File: src/rtl/jtframe_pll_rstseq.sv
// Reset sequencer for the PLL output clock domain: synchronises lock, releases
// SDRAM then game reset once lock is stable, and kicks the PLL if lock never comes.
package jtframe_pll_rstseq_pkg;
  typedef enum logic [2:0] {
    ST_WAIT   = 3'd0,
    ST_STABLE = 3'd1,
    ST_SDRAM  = 3'd2,
    ST_RUN    = 3'd3,
    ST_PLLRST = 3'd4
  } state_e;
endpackage

module jtframe_pll_rstseq
  import jtframe_pll_rstseq_pkg::*;
#(
  parameter int STABLE_CNT = 1024,
  parameter int GAP        = 256,
  parameter int TIMEOUT    = 65535,
  parameter int PULSE      = 16,
  parameter int CW         = 16
) (
  input  logic       clk,
  input  logic       rst,
  input  logic       locked,
  output logic       pll_rst,
  output logic       rst_sdram,
  output logic       rst_game,
  output logic       ready,
  output logic [7:0] lost_cnt,
  output logic [2:0] st
);

  localparam logic [CW-1:0] STABLE_LAST = CW'(STABLE_CNT - 1);
  localparam logic [CW-1:0] GAP_LAST    = CW'(GAP - 1);
  localparam logic [CW-1:0] TO_LAST     = CW'(TIMEOUT - 1);
  localparam logic [CW-1:0] PULSE_LAST  = CW'(PULSE - 1);

  state_e        state_q, state_d;
  logic [CW-1:0] cnt_q, cnt_d;
  logic [1:0]    sync_q;
  logic          locked_s;
  logic          lost_inc;
  logic [7:0]    lost_q, lost_d;
  logic          pll_rst_q, pll_rst_d;
  logic          rst_sdram_q, rst_sdram_d;
  logic          rst_game_q, rst_game_d;
  logic          ready_q, ready_d;

  assign locked_s = sync_q[1];

  // Loss of lock is tested before any terminal count, so it always wins a tie.
  always_comb begin
    state_d  = state_q;
    lost_inc = 1'b0;
    case (state_q)
      ST_WAIT: begin
        if (locked_s)              state_d = ST_STABLE;
        else if (cnt_q == TO_LAST) state_d = ST_PLLRST;
      end
      ST_STABLE: begin
        if (!locked_s)                 state_d = ST_WAIT;
        else if (cnt_q == STABLE_LAST) state_d = ST_SDRAM;
      end
      ST_SDRAM: begin
        if (!locked_s) begin
          state_d  = ST_WAIT;
          lost_inc = 1'b1;
        end else if (cnt_q == GAP_LAST) begin
          state_d  = ST_RUN;
        end
      end
      ST_RUN: begin
        if (!locked_s) begin
          state_d  = ST_WAIT;
          lost_inc = 1'b1;
        end
      end
      ST_PLLRST: begin
        if (cnt_q == PULSE_LAST) state_d = ST_WAIT;
      end
      default: state_d = ST_WAIT;
    endcase
  end

  always_comb begin
    cnt_d = cnt_q;
    if (state_d != state_q)  cnt_d = '0;
    else if (state_q != ST_RUN) cnt_d = cnt_q + 1'b1;
  end

  always_comb begin
    lost_d = lost_q;
    if (lost_inc && (lost_q != 8'hFF)) lost_d = lost_q + 8'd1;
  end

  // Outputs decode the next state so they switch on the same edge as st.
  always_comb begin
    pll_rst_d   = 1'b0;
    rst_sdram_d = 1'b1;
    rst_game_d  = 1'b1;
    ready_d     = 1'b0;
    case (state_d)
      ST_SDRAM: rst_sdram_d = 1'b0;
      ST_RUN: begin
        rst_sdram_d = 1'b0;
        rst_game_d  = 1'b0;
        ready_d     = 1'b1;
      end
      ST_PLLRST: pll_rst_d = 1'b1;
      default: ;
    endcase
  end

  always_ff @(posedge clk) begin
    if (rst) begin
      state_q     <= ST_WAIT;
      cnt_q       <= '0;
      sync_q      <= 2'b00;
      lost_q      <= 8'd0;
      pll_rst_q   <= 1'b0;
      rst_sdram_q <= 1'b1;
      rst_game_q  <= 1'b1;
      ready_q     <= 1'b0;
    end else begin
      state_q     <= state_d;
      cnt_q       <= cnt_d;
      sync_q      <= {sync_q[0], locked};
      lost_q      <= lost_d;
      pll_rst_q   <= pll_rst_d;
      rst_sdram_q <= rst_sdram_d;
      rst_game_q  <= rst_game_d;
      ready_q     <= ready_d;
    end
  end

  assign pll_rst   = pll_rst_q;
  assign rst_sdram = rst_sdram_q;
  assign rst_game  = rst_game_q;
  assign ready     = ready_q;
  assign lost_cnt  = lost_q;
  assign st        = state_q;

endmodule

File: config.mk
export PLATFORM = sky130hd
export DESIGN_NAME = jtframe_pll_rstseq
export DESIGN_NICKNAME = d
export VERILOG_FILES = /design/src/rtl/jtframe_pll_rstseq.sv
export SDC_FILE = /design/constraint.sdc
export NUM_CORES = 1
export LEC_CHECK = 0
export ABC_AREA = 1
export CORE_MARGIN = 4
export CORE_UTILIZATION = 45
export CTS_BUF_LIST = sky130_fd_sc_hd__clkbuf_4
export DETAILED_ROUTE_END_ITERATION = 16
export PLACE_DENSITY = 0.66
export SLEW_MARGIN = 20
export SYNTH_ARGS = -nofsm -noshare
export SYNTH_HDL_FRONTEND = slang
export SYNTH_SLANG_ARGS = --single-unit
File: constraint.sdc
create_clock -name clk -period 2.3 [get_ports clk]
set_clock_uncertainty 0.15 [all_clocks]
set_input_delay 0.46 -clock clk [delete_from_list [all_inputs] [get_ports clk]]
set_output_delay 0.46 -clock clk [all_outputs]
set_load 0.02 [all_outputs]
; Word level (Yosys, flattened, before mapping)
; Cells that the tools add are included.
; W data, S select, Z words.
[totals]
regBits = 33
out_inout_bits = 15
[op_classes]
n_addsub = 2
n_eq_ne = 14
muxes = 15
reduce_logical = 5
[op_table]
columns = cell, count
row1 = $mux W3, 8
row2 = $add A16 B1 Y16 const B, 1
row3 = $eq A16 B10 Y1 const B, 1
row4 = $eq A16 B16 Y1 const B, 1
row5 = $eq A16 B4 Y1 const B, 1
row6 = $eq A16 B8 Y1 const B, 1
row7 = $pmux W3 S5, 1
row8 = $eq A3 B2 Y1 const B, 4
row9 = $add A8 B1 Y8 const B, 1
row10 = $ne A8 B8 Y1 const B, 1
row11 = $eq A3 B3 Y1 const B, 2
row12 = $mux W1, 6
row13 = $reduce_or A2 Y1, 3
row14 = $eq A3 B1 Y1 const B, 1
row15 = $logic_not A3 Y1, 1
row16 = $ne A3 B2 Y1 const B, 1
row17 = $ne A3 B3 Y1, 1
row18 = $logic_and A1 B1 Y1, 1

; Depth between registers and ports, before layout
[logic_depth]
ltp_word = 7
depth_mapped = 13

; Worst setup path before layout
; OpenSTA, ideal clock, no wires.
[synth_path]
path_type = register to register
start = register lost_q[1], in the netlist lost_cnt[1]
end = register lost_q[6], in the netlist lost_cnt[6]
setup_ns = 0.128
arrival_time_ns = 1.602
required_ns = 2.022
setup_slack_ns = 0.420
path_stages_with_launch = 10
path_buffers = 0
synth_period_minus_slack_ns = 1.880
path_cell_list = dfxtp_1 ha_1 inv_1 nor3_1 nand3_1 nand2_1 inv_1 nand2_1 xor2_1 nor2_1
[synth_between]
elab_chain_cells = 2
word_cells_on_any_way = 3
cone_classes = add/sub: 1 / eq/ne: 1 / reduce/logical: 1
[synth_lines]
columns = element, line
row1 = "start, declared", 43  ; logic [7:0] lost_q, lost_d;
row2 = "start signal, assigned", 128  ; lost_q <= lost_d;
row3 = branches (longest 2 deep; another with $add A8 B1 Y8), n/a
; Several ways; the timed one is not identified.
; A chain may end at the register's enable or synchronous reset.

; Worst setup path in the final report
[layout_path]
start = register state_q[1], in the netlist st[1]
end = output port st[1]
[layout_lines]
columns = element, line
row1 = "start, declared", 38  ; state_e state_q, state_d;
row2 = "start signal, assigned", 125  ; state_q <= state_d;
row3 = "end, declared", 30  ; output logic [2:0] st
; No word-level cell between the ends.

==> impl_metrics.toml <==
[run_status]
status = "finished, final reports clean"

[clock_tree]
cts_hold_buf = 0
htree_levels = 2
cts_setup_buffers = 0
cts_buffers = 5
clk_pin_slew_ns = 0.10
insertion_delay_ns = 0.34
clock_path_buffers = 2
cts_resized = 0
tritoncts = "done"
cts_root_buf = "clkbuf_4"
clock_sinks = 33

[global_route]
grtUsageMet1_pct = 18.33
grt_pass1_vias = 1323
grt_pass1_wl_um = 5685
antenna_found_initial = 0
grtUsageMet3_pct = 4.748
track_usage_pct = 14.34
grt_remaining_overflow = 0
grt_use_met2_pct = 22.14
grt_max_degree = 17
top_usage_layer = "met2"

[die]
dieArea_sq_mm = 0.004895
start_util_pct = 46.85
die_h_um = 69.97
num_io_pins = 18
fp-row-count = 22
dieWidth_um = 69.97
core_sq_mm = 0.003689

[worst_hold_path]
hold_path.class = "reg2reg"
min_path_cells = 2

[sta]
setup_viol = 0
hold_viol_final = 0
max_freq_mhz = 481.5
slew_headroom_pct = 74.85
fin_crit_sh_pct = 90.29
drv_slew = 0
finalSetupTns_ns = 0
rsz0062_at_grt = "false"
min_period_ns = 2.077
postLayoutSetupSlackWorst_ns = 0.2232
worstMarginPinSlew_ns = 0.3769

[synthesis]
syn_area_sq_mm = 0.001728
ys_seq_area_share_pct = 38.23
synthCells = 224
synth_area_leaders = "dfxtp_1 (38%), nand2_1 (12%), nor2_1 (7.6%), nor2_4 (7.2%), xor2_1 (6.6%)"
synth_area_leader_cell = "dfxtp_1"
synth_fp_nets = 230
ys_seq_elements = 33
ys_types = 25
avgSynthCellArea_sq_um = 7.714
synth_top_area_share_pct = 38.23
yosys_warnings = 0

[power_and_ir_drop]
comb_power_share_pct = 4.3
p_sw_uw = 239.0
powerDensity_mw_per_mm2 = 569.8
cellLeakagePower_uw = 0.0008218
intPower_uw = 930.2
fin_total_pwr_uw = 1169
p_sw_share_pct = 20.44
clock_power_share_pct = 45.7
ir_drop_uv = 322.8
seqPwrFrac_pct = 50.0

[worst_setup_path]
crit_path_end_kind = "output pin"
max_stage_delay_ns = 0.66
cp_slowest_cell = "clkdlybuf4s50_1"
crit_chain = "clkdlybuf4s50_1"
crit_path_max_fanout = 7
startpoint_type = "register"
critPathRequiredTime_ns = 1.69
worst_ep_arrival_time_ns = 1.47
ff2ff_path_depth = 10
path_buf_inv = 1
critPathKind = "reg2out"
path_depth = 1
cpLargestDelayFamily = "buffers and inverters"

[cells_and_area]
area_growth_pct = 18.75
instances_no_fill = 297
nets = 254
drive_above_1_share_pct = 16.06
diodes = 0
nFillCells = 368

[drt]
wl_per_cell_um = 10.50
post_drt_via_cell_ratio = 4.771
ant_nets = 0
drt_iter0_markers = 88
route.detailed.drc = 0
vias = 1417
wl_um = 3118
dr.pass1.iters = 4

[placement]
post-place-ws_ns = 0.2797
place.gp.congestion = 0.8333
port_buffers = 17
hpwl_um = 2349
dp_cells = 289

[run]
max_cap_violations = 0
==> synth_stat cells <==
cell,number
clkbuf_1,1
o21ai_0,2
nor2_1,35
nand4_1,2
nand2_1,53
buf_12,1
a21oi_2,1
dfxtp_1,33
nand3_1,11
nor2_2,3
nand2_2,5
ha_1,3
inv_2,5
nand3b_1,1
nor3b_1,1
nor4_4,1
nor3_1,6
nor2_4,11
a21oi_1,8
nand2_4,2
xnor2_1,7
nand4_2,1
nor3_4,1
inv_1,17
xor2_1,13
==> stage by stage <==
stage                     hold slack (ns)  util (%)  area (sq um)
final                              0.2620     55.63          2052
after global routing               0.3014     55.63          2052
after floorplan                    0.2383         -          1728
after detailed placement           0.2462     52.85          1949
after CTS                          0.2641     55.63          2052
after global placement             0.2491     52.85          1949
==> routing by layer <==
metal	wire (um)	part of all wire (%)
met5	0	0
met4	61	2.0
met3	124	4.0
met2	1411	45
met1	1521	49
==> sequential cells by signal, summed over array words and instances, names as in the netlist <==
| name | cells |
|---|---|
| rst_game | 1 |
| cnt_q | 16 |
| ready | 1 |
| st | 3 |
| pll_rst | 1 |
| sync_q | 2 |
| lost_cnt | 8 |
| rst_sdram | 1 |
==> final timing paths <==
path,startpoint,end,slack (ns)
max,st[1]$_SDFF_PP0_,st[1],0.22
min,sync_q[0]$_SDFF_PP0_,sync_q[1]$_SDFF_PP0_,0.26
max reg2reg,cnt_q[1]$_SDFFE_PP0N_,cnt_q[2]$_SDFFE_PP0N_,0.31
min reg2reg,sync_q[0]$_SDFF_PP0_,sync_q[1]$_SDFF_PP0_,0.26
==> power by group through the flow <==
stage	Sequential [uW]	Combinational [uW]	Clock [uW]
after floorplan	597	41.6	0
after global placement	598	49.8	0
after detailed placement	598	50.6	0
after CTS	585	50.8	554
after global routing	586	56.9	582
final	585	49.7	535
==> worst min-delay path: stages (launching register included) <==
cell	delay, ns
dfxtp_1	0.31
inv_1	0.04
nor2_1	0.03
==> final cells by class <==
cell class	instances	area (sq um)	area share (%)
inverters	22	82.58	4.024
flip-flops and latches	33	660.6	32.20
clock inverters	3	65.06	3.171
multi-input cells	167	960.9	46.83
clock buffers	5	37.54	1.829
repair buffers	19	185.2	9.024
well taps	48	60.06	2.927
==> cells by family after synthesis <==
group	Yosys count	synth area share, %
xor gates and xnor gates	20	10.14
adders and majority gates	3	2.173
AOI/OAI and AO/OA	11	3.404
DFF	33	38.23
and+or+nand+nor	133	39.90
buffers and inverters	24	6.155
==> cell usage in the layout (no fill, tap or decap), drive strengths merged <==
master,n
nand4,3
nor2,49
xor2,13
clkinv,1
bufinv,2
clkbuf,5
nor3b,1
dfxtp,33
ha,3
inv,22
nor3,7
nand3,11
nand2,60
o21ai,2
clkdlybuf4s50,17
a21oi,9
xnor2,7
nor4,1
buf,2
nand3b,1
Note: power is estimated with default switching activity, not from simulation.
